`src/rtl/keypad_encoder.sv`:
```
// ---------------------------------------------------------------------------
// keypad_encoder
//
// Scans a 4x4 matrix keypad, debounces presses and releases, and hands each
// accepted key to a controller as a command token with a consume handshake.
//
// Ports
//   Clock   in   1      single clock, all flops on posedge
//   Reset   in   1      asynchronous active-low reset
//   kp_row  out  4      row drive, active-low one-hot
//   kp_col  in   4      column sense, active-low, pulled up, asynchronous
//   in_cmd  out  IC_N   command token, `IC_NONE when nothing is pending
//   in_ack  in   1      consume strobe for the token shown on in_cmd
//
// Parameters
//   SETTLE_CYC    cycles a row is driven before columns are sampled
//   DEBOUNCE_CYC  cycles a column must be stable to count as press/release
//
// Build option
//   KEYPAD_FIFO_EN  defined: 4-entry token FIFO
//                   undefined: single holding register, new keys dropped
//                   while a token is pending
// ---------------------------------------------------------------------------

`ifndef IC_N
`define IC_N    5
`define IC_NONE 5'd0
`define IC_NUM0 5'd1
`define IC_NUM1 5'd2
`define IC_NUM2 5'd3
`define IC_NUM3 5'd4
`define IC_NUM4 5'd5
`define IC_NUM5 5'd6
`define IC_NUM6 5'd7
`define IC_NUM7 5'd8
`define IC_NUM8 5'd9
`define IC_NUM9 5'd10
`define IC_PLUS 5'd11
`define IC_MINS 5'd12
`define IC_MULT 5'd13
`define IC_DIVI 5'd14
`define IC_CLBK 5'd15
`define IC_CLCL 5'd16
`endif

module keypad_encoder #(
    parameter int SETTLE_CYC   = 3,
    parameter int DEBOUNCE_CYC = 200
) (
    input  logic             Clock,
    input  logic             Reset,
    output logic [3:0]       kp_row,
    input  logic [3:0]       kp_col,
    output logic [`IC_N-1:0] in_cmd,
    input  logic             in_ack
);

    localparam int SET_W = (SETTLE_CYC < 1) ? 1 : $clog2(SETTLE_CYC + 1);
    localparam int DEB_W = (DEBOUNCE_CYC < 1) ? 1 : $clog2(DEBOUNCE_CYC + 1);

    typedef enum logic [1:0] {SCAN, DEB_PRESS, HELD, DEB_REL} state_t;

    function automatic logic [DEB_W-1:0] sat_inc(input logic [DEB_W-1:0] v);
        return (v == {DEB_W{1'b1}}) ? v : v + 1'b1;
    endfunction

    // Lowest-index active (low) column wins when several read low.
    function automatic logic [1:0] lowest_low(input logic [3:0] c);
        if (!c[0])      return 2'd0;
        else if (!c[1]) return 2'd1;
        else if (!c[2]) return 2'd2;
        else            return 2'd3;
    endfunction

    function automatic logic [3:0] row_drive(input logic [1:0] idx);
        case (idx)
            2'd0:    return 4'b1110;
            2'd1:    return 4'b1101;
            2'd2:    return 4'b1011;
            default: return 4'b0111;
        endcase
    endfunction

    function automatic logic [`IC_N-1:0] key_code(input logic [1:0] r, input logic [1:0] c);
        case ({r, c})
            4'h0: return `IC_NUM1;
            4'h1: return `IC_NUM2;
            4'h2: return `IC_NUM3;
            4'h3: return `IC_PLUS;
            4'h4: return `IC_NUM4;
            4'h5: return `IC_NUM5;
            4'h6: return `IC_NUM6;
            4'h7: return `IC_MINS;
            4'h8: return `IC_NUM7;
            4'h9: return `IC_NUM8;
            4'hA: return `IC_NUM9;
            4'hB: return `IC_MULT;
            4'hC: return `IC_CLBK;
            4'hD: return `IC_NUM0;
            4'hE: return `IC_CLCL;
            default: return `IC_DIVI;
        endcase
    endfunction

    state_t            state;
    logic [1:0]        row_idx;
    logic [1:0]        lat_row;
    logic [1:0]        lat_col;
    logic [SET_W-1:0]  settle_cnt;
    logic [DEB_W-1:0]  deb_cnt;
    logic [3:0]        col_p0;
    logic [3:0]        col_p1;
    logic              lat_hi;
    logic              enq;
    logic              deq;
    logic              accept;
    logic [`IC_N-1:0]  enq_code;

    // Stage p0/p1: two-flop synchronizer for the asynchronous column inputs.
    always_ff @(posedge Clock or negedge Reset) begin
        if (!Reset) begin
            col_p0 <= '1;
            col_p1 <= '1;
        end else begin
            col_p0 <= kp_col;
            col_p1 <= col_p0;
        end
    end

    assign lat_hi   = col_p1[lat_col];
    assign enq      = (state == DEB_PRESS) && !lat_hi && (deb_cnt == DEB_W'(DEBOUNCE_CYC - 1));
    assign enq_code = key_code(lat_row, lat_col);
    assign deq      = in_ack && (in_cmd != `IC_NONE);

    always_ff @(posedge Clock or negedge Reset) begin
        if (!Reset) begin
            state      <= SCAN;
            row_idx    <= 2'd0;
            kp_row     <= 4'b1110;
            settle_cnt <= '0;
            deb_cnt    <= '0;
            lat_row    <= 2'd0;
            lat_col    <= 2'd0;
        end else begin
            case (state)
                SCAN: begin
                    if (settle_cnt == SET_W'(SETTLE_CYC)) begin
                        settle_cnt <= '0;
                        if (col_p1 != 4'hF) begin
                            // Row stays driven; scanning resumes on this row if
                            // the press turns out to be a glitch.
                            lat_row <= row_idx;
                            lat_col <= lowest_low(col_p1);
                            deb_cnt <= '0;
                            state   <= DEB_PRESS;
                        end else begin
                            row_idx <= row_idx + 2'd1;
                            kp_row  <= row_drive(row_idx + 2'd1);
                        end
                    end else begin
                        settle_cnt <= settle_cnt + 1'b1;
                    end
                end
                DEB_PRESS: begin
                    if (lat_hi) begin
                        deb_cnt <= '0;
                        state   <= SCAN;
                    end else if (enq) begin
                        deb_cnt <= '0;
                        state   <= HELD;
                    end else begin
                        deb_cnt <= sat_inc(deb_cnt);
                    end
                end
                HELD: begin
                    if (lat_hi) begin
                        deb_cnt <= '0;
                        state   <= DEB_REL;
                    end
                end
                DEB_REL: begin
                    if (!lat_hi) begin
                        deb_cnt <= '0;
                        state   <= HELD;
                    end else if (deb_cnt == DEB_W'(DEBOUNCE_CYC - 1)) begin
                        deb_cnt    <= '0;
                        settle_cnt <= '0;
                        row_idx    <= row_idx + 2'd1;
                        kp_row     <= row_drive(row_idx + 2'd1);
                        state      <= SCAN;
                    end else begin
                        deb_cnt <= sat_inc(deb_cnt);
                    end
                end
                default: state <= SCAN;
            endcase
        end
    end

`ifdef KEYPAD_FIFO_EN
    logic [`IC_N-1:0] mem [4];
    logic [1:0]       wr_ptr;
    logic [1:0]       rd_ptr;
    logic [1:0]       nxt_rd;
    logic [2:0]       count;
    logic [2:0]       nxt_count;

    // A slot freed by a same-cycle consume makes room for the new key.
    assign accept    = enq && ((count != 3'd4) || deq);
    assign nxt_rd    = rd_ptr + {1'b0, deq};
    assign nxt_count = count + {2'b00, accept} - {2'b00, deq};

    always_ff @(posedge Clock) begin
        if (accept) mem[wr_ptr] <= enq_code;
    end

    always_ff @(posedge Clock or negedge Reset) begin
        if (!Reset) begin
            wr_ptr <= 2'd0;
            rd_ptr <= 2'd0;
            count  <= 3'd0;
            in_cmd <= `IC_NONE;
        end else begin
            wr_ptr <= wr_ptr + {1'b0, accept};
            rd_ptr <= nxt_rd;
            count  <= nxt_count;
            // Next head may be the entry being written this very cycle.
            if (nxt_count == 3'd0)
                in_cmd <= `IC_NONE;
            else if (accept && (wr_ptr == nxt_rd))
                in_cmd <= enq_code;
            else
                in_cmd <= mem[nxt_rd];
        end
    end
`else
    assign accept = enq && ((in_cmd == `IC_NONE) || deq);

    // in_cmd itself is the holding register; `IC_NONE marks it empty.
    always_ff @(posedge Clock or negedge Reset) begin
        if (!Reset)
            in_cmd <= `IC_NONE;
        else if (accept)
            in_cmd <= enq_code;
        else if (deq)
            in_cmd <= `IC_NONE;
    end
`endif

endmodule

```
`config.mk`:
```
export PLATFORM = sky130hd
export DESIGN_NAME = keypad_encoder
export DESIGN_NICKNAME = d
export VERILOG_FILES = /design/src/rtl/keypad_encoder.sv
export SDC_FILE = /design/constraint.sdc
export NUM_CORES = 1
export LEC_CHECK = 0
export BUFFER_PORTS_ARGS = -buffer_cell sky130_fd_sc_hd__buf_2
export CAP_MARGIN = 25
export CORE_MARGIN = 2
export CORE_UTILIZATION = 58
export DETAILED_ROUTE_END_ITERATION = 6
export MAX_ROUTING_LAYER = met4
export PLACE_DENSITY = 0.78
export SLEW_MARGIN = 20
export SYNTH_ARGS = -nofsm -noshare
export SYNTH_HDL_FRONTEND = slang
export SYNTH_SLANG_ARGS = --single-unit
```
`constraint.sdc`:
```
create_clock -name Clock -period 2.3 [get_ports Clock]
set_input_delay 0.46 -clock Clock [delete_from_list [all_inputs] [get_ports Clock]]
set_output_delay 0.46 -clock Clock [all_outputs]
set_load 0.1 [all_outputs]
```
Word level (Yosys, flattened, before mapping)
Memories as Yosys holds them, arrays and structs flattened. Cells that the tools add are included.

Add/subtract/negate cells: 3. $lt $le $gt $ge: 1. Equal/unequal tests: 17. Muxes and demuxes: 38. Reduce and logical (&&, ||, !) cells: 17.

Operators with widths (number): $mux W8 (8); $pmux W8 S4 (1); $mux W2 (15); $eq A8 B8 Y1 const B (2); $mux W4 (4); $ne A2 B2 Y1 const B (6); $pmux W4 S3 (1); $mux W5 (2); $reduce_and A5 Y1 (2); $reduce_and A3 Y1 (3); $add A8 B1 Y8 const B (1); $eq A2 B2 Y1 const B (4); $pmux W2 S2 (2); $pmux W2 S4 (1); $pmux W4 S2 (1); $ne A3 B3 Y1 const B (2); $logic_not A5 Y1 (1); $reduce_bool A5 Y1 (1); $add A2 B1 Y2 const B (2); $eq A2 B1 Y1 const B (2); $logic_and A1 B1 Y1 (4); $logic_not A2 Y1 (2); $ne A4 B4 Y1 const B (1); $reduce_bool A2 Y1 (2); other kinds (5) (6).

Register bits after elaboration: 35. Memory bits (read-only): 80. Bits of input ports: 7. Output and inout bits: 9. Memories kept: 1.

Memory list: (no name shown) (words 16, bits a word 5, read ports 1, clocked after Yosys merged registers in 0, write ports 0, RTL line 85) `case ({r, c})`.

Logic depth before layout (Yosys ltp)
Word-level depth: 8. Mapped depth: 6.

Least setup slack after synthesis
No wires, ideal clock.

Path type: reg2reg. Start: register in_cmd[3]. End: register in_cmd[1]. Arrival: 1.758 ns. Data required time: 2.217 ns. Slack: 0.459 ns. Stages on the path, launching flop included: 5. Cell sequence: dfrtp_1 nor4_1 a21oi_1 or4_4 o22ai_1.

Longest elaborated chain between the ends: 5. Elaborated cells between the ends (all ways): 7.

Ends and longest elaborated chain: from (decl) (RTL line 54) `` output logic [`IC_N-1:0] in_cmd, ``; from (signal assigned) (RTL line 242) `` in_cmd <= `IC_NONE; ``; from (signal assigned) (RTL line 244) `in_cmd <= enq_code;`; from (signal assigned) (RTL line 246) `` in_cmd <= `IC_NONE; ``; $reduce_bool A5 Y1 (no line); $logic_and A1 B1 Y1 (RTL line 133) `` assign deq = in_ack && (in_cmd != `IC_NONE); ``; $logic_or A1 B1 Y1 (RTL line 237) `` assign accept = enq && ((in_cmd == `IC_NONE) || deq); ``; $logic_and A1 B1 Y1 (RTL line 237); $mux W5 or $reduce_bool A2 Y1 (tied branches).

Several ways; a longest one is shown, not always the timed one. A chain may end at the register's enable or synchronous reset.

Worst setup path after layout
Start: register lat_col[0]. End: register deb_cnt[0].

Longest elaborated chain between the ends: 8. Elaborated cells between the ends (all ways): 11.

Ends and longest elaborated chain: from (decl) (RTL line 108) `logic [1:0] lat_col;`; from (signal assigned) (RTL line 153) `lat_col <= lowest_low(col_p1);`; $bmux W1 S2 * (RTL line 130) `assign lat_hi = col_p1[lat_col];`; $mux W1 (implied by the code) * (RTL line 130); $logic_not A1 Y1; $logic_and A1 B1 Y1 (2 in a row) (RTL line 131) `assign enq = (state == DEB_PRESS) && !lat_hi && (deb_cnt == DEB_W'(DEBOUNCE_CYC - 1));`; $mux W8 (RTL line 168) `end else if (enq) begin`; $mux W8 (RTL line 165) `if (lat_hi) begin`; $pmux W8 S4 (RTL line 145) `case (state)`; to (signal assigned) (RTL line 172) `deb_cnt <= sat_inc(deb_cnt);`; to (signal assigned) (RTL line 192) `deb_cnt <= sat_inc(deb_cnt);`; to (decl) (RTL line 110) `logic [DEB_W-1:0] deb_cnt;`.

Every way passes the cells marked *; elsewhere a longest branch is shown, timed or not. The select of a mux whose other input is x is not followed.

==> flow_summary.ini <==
[outcome]
status = finished clean

[floorplanning]
start_util_pct = 59.24
die_x_um = 59.15
io_pins = 16
fp.dieH_um = 59.15
rows = 20
die_area_mm2 = 0.003499
design.core.area_mm2 = 0.002978

[final_layout]
fin_cells = 216
diodes = 0
final_common_cell = dfrtp_1
mostFrequentLayoutCells = dfrtp_1 (24), buf_2 (15), inv_1 (14), nand2_1 (14)
fillers = 243
drive_above_1_share_pct = 22.40
area_delta_synth_final_pct = 9.220
nets = 198

[logic_synthesis]
synth_top_cell_area_share_pct = 34.04
ys_ff_latch = 35
synth_flop_cell = dfrtp_1
syn_nets = 180
syn_area_per_cell_um2 = 10.76
ys_async_sr_fraction_pct = 100.0
synth_area_leader_cell = dfrtp_1
synth-seq-area-share_pct = 50.43
synthCells = 164
yosysUniqueCellTypes = 41
synth-edff-count = 0
synth_warnings = 0
synth_area_leaders = dfrtp_1 (34%), dfstp_2 (16%), ha_1 (6.4%)
syn_area_mm2 = 0.001764

[setup_path]
crit_type = register to register
reg2reg_from = lat_col[0]
worstPathRequired_ns = 2.52
crit_start = lat_col[0]
start_kind = register
worst_setup_path_end_kind = register
cp.arrival_ns = 2.22
worstPathMaxFanout = 15

[detailed_routing]
vias_per_cell = 5.995
postRouteAntennaNets = 0
drc = 0
drtPass1Iterations = 4
routed_wl_um = 3066
vias = 1295
drt_iter0_markers = 76
wl_per_cell_um = 14.19

[placed_design]
preCtsSetupSlack_ns = 0.3091
dp_hpwl_um = 2245
gp_congestion = 0.8542
port_buffers = 15
dp_cells = 208

[power_and_ir_drop]
pwr_density_cell_mw_per_mm2 = 1115
p_leak_nw = 0.8470
peakVddDrop_v = 0.0009765
finalPower_mw = 2.149

[clocking]
cts_max_path_buffers = 2
cts_buffers = 5
ctsHtreeMaxLevel = 2
cts_resized = 0
cts_tree = yes
root_buffer = clkbuf_4
clk_pin_slew_ns = 0.11
cts_hold_buf = 0
clock_sinks = 35
clkLatencyLatePin_ns = 0.33
postCtsSetupRepairBufs = 0

[timing]
finalCriticalPeriod_ns = 2.005
setup_viol = 0
rsz0062_at_grt = no
slew-limit-headroom_pct = 51.19
hold_slack_ns = 0.1750
finalSetupTns_ns = 0
finClkSkew_ns = 0.01502
fmax_mhz = 498.8
worst_slack_ns = 0.2953
final-hold-violation-count = 0
worst_pin_slew_ns = 0.7322
fin_crit_sh_pct = 87.16
slew_viol_final = 0

[global_routing]
grt.total_usage_pct = 21.16
grt_max_degree = 36
grt_first_pass_wirelength_um = 5368
antenna_found_initial = 0
first_global_vias = 1265
overflow = 0

[min_path]
holdCritPathClass = primary input to async pin

[job]
cap_violations = 0
-- worst paths after layout --
| check | endpoint | slack [ns] | cells past startpoint |
|---|---|---|---|
| setup / recovery | deb_cnt[0] | 0.30 | 5 |
| hold / removal | in_cmd[4] | 0.18 | 1 |
| setup reg to reg | deb_cnt[0] | 0.30 | 5 |
| hold reg to reg | col_p1[2] | 0.36 | 0 |
| max in group asynchronous | settle_cnt[1] | 1.64 | 1 |
| min in group Clock | col_p0[3] | 0.23 | 1 |
-- through the flow --
stage                     cell area [µm²]  utilization (%)
final                                1927            64.71
after global routing                 1927            64.71
after floorplan                      1764                -
after global placement               1858            62.40
after CTS                            1927            64.71
after detailed placement             1858            62.40
-- per-layer routing --
layer  vias to the layer above  global-route usage (%)  routed length [µm]
met5                         -                       -                   0
met4                         0                   6.169                  27
met3                         4                   5.895                 127
met2                        41                   35.24                1572
met1                       616                   25.07                1338
li1                        634                       -                   -
-- final cells by class --
cell class / instances / area, µm² / share of cell area [%]
sequential: 35 / 889.6 / 46.17
multi-input combinational: 109 / 784.5 / 40.71
timing repair buffer: 17 / 90.09 / 4.675
clock buffer: 8 / 68.82 / 3.571
inverter: 14 / 52.55 / 2.727
tap: 33 / 41.29 / 2.143
-- synthesized netlist by cell type (3+ instances only) --
library cell and number:
nand2_1 14, ha_1 9, dfstp_2 11, a31oi_1 11
nand4_1 5, dfrtp_1 24, clkbuf_1 3, o21ai_0 10
and3_1 4, inv_1 14, mux2i_1 6, nand3_1 5
o22ai_1 5, a21oi_1 3, nor2_1 10
-- flip-flops by register name (all words and copies together), names as in the netlist, named ones only --
| register | flops |
|---|---|
| col_p0 | 4 |
| settle_cnt | 2 |
| deb_cnt | 8 |
| state | 1 |
| in_cmd | 5 |
| kp_row | 4 |
| lat_col | 2 |
| row_idx | 2 |
| col_p1 | 4 |
| lat_row | 2 |
-- cell families after synthesis --
| kind of cell | after synthesis | synth area share [%] |
|---|---|---|
| AND/OR/NAND/NOR | 48 | 14.04 |
| AO/OA/AOI/OAI | 41 | 16.81 |
| flip-flops | 35 | 50.43 |
| buffers and inverters | 20 | 5.106 |
| adder cells (fa/ha/maj) | 9 | 6.383 |
| multiplexers | 8 | 5.319 |
| XOR/XNOR | 3 | 1.915 |
-- power by group --
part	internal, mW	switching [mW]
registers	0.752	0.127
logic	0.321	0.584
clock network	0.180	0.185
-- worst max-delay path, cell delays in order (launching register included) --
cell and delay, ns:
dfrtp_1 0.45, mux4_2 0.63, xnor2_2 0.17, buf_4 0.20
a31o_4 0.24, a22o_1 0.22
No activity file was read; power rests on OpenSTA's default activity.
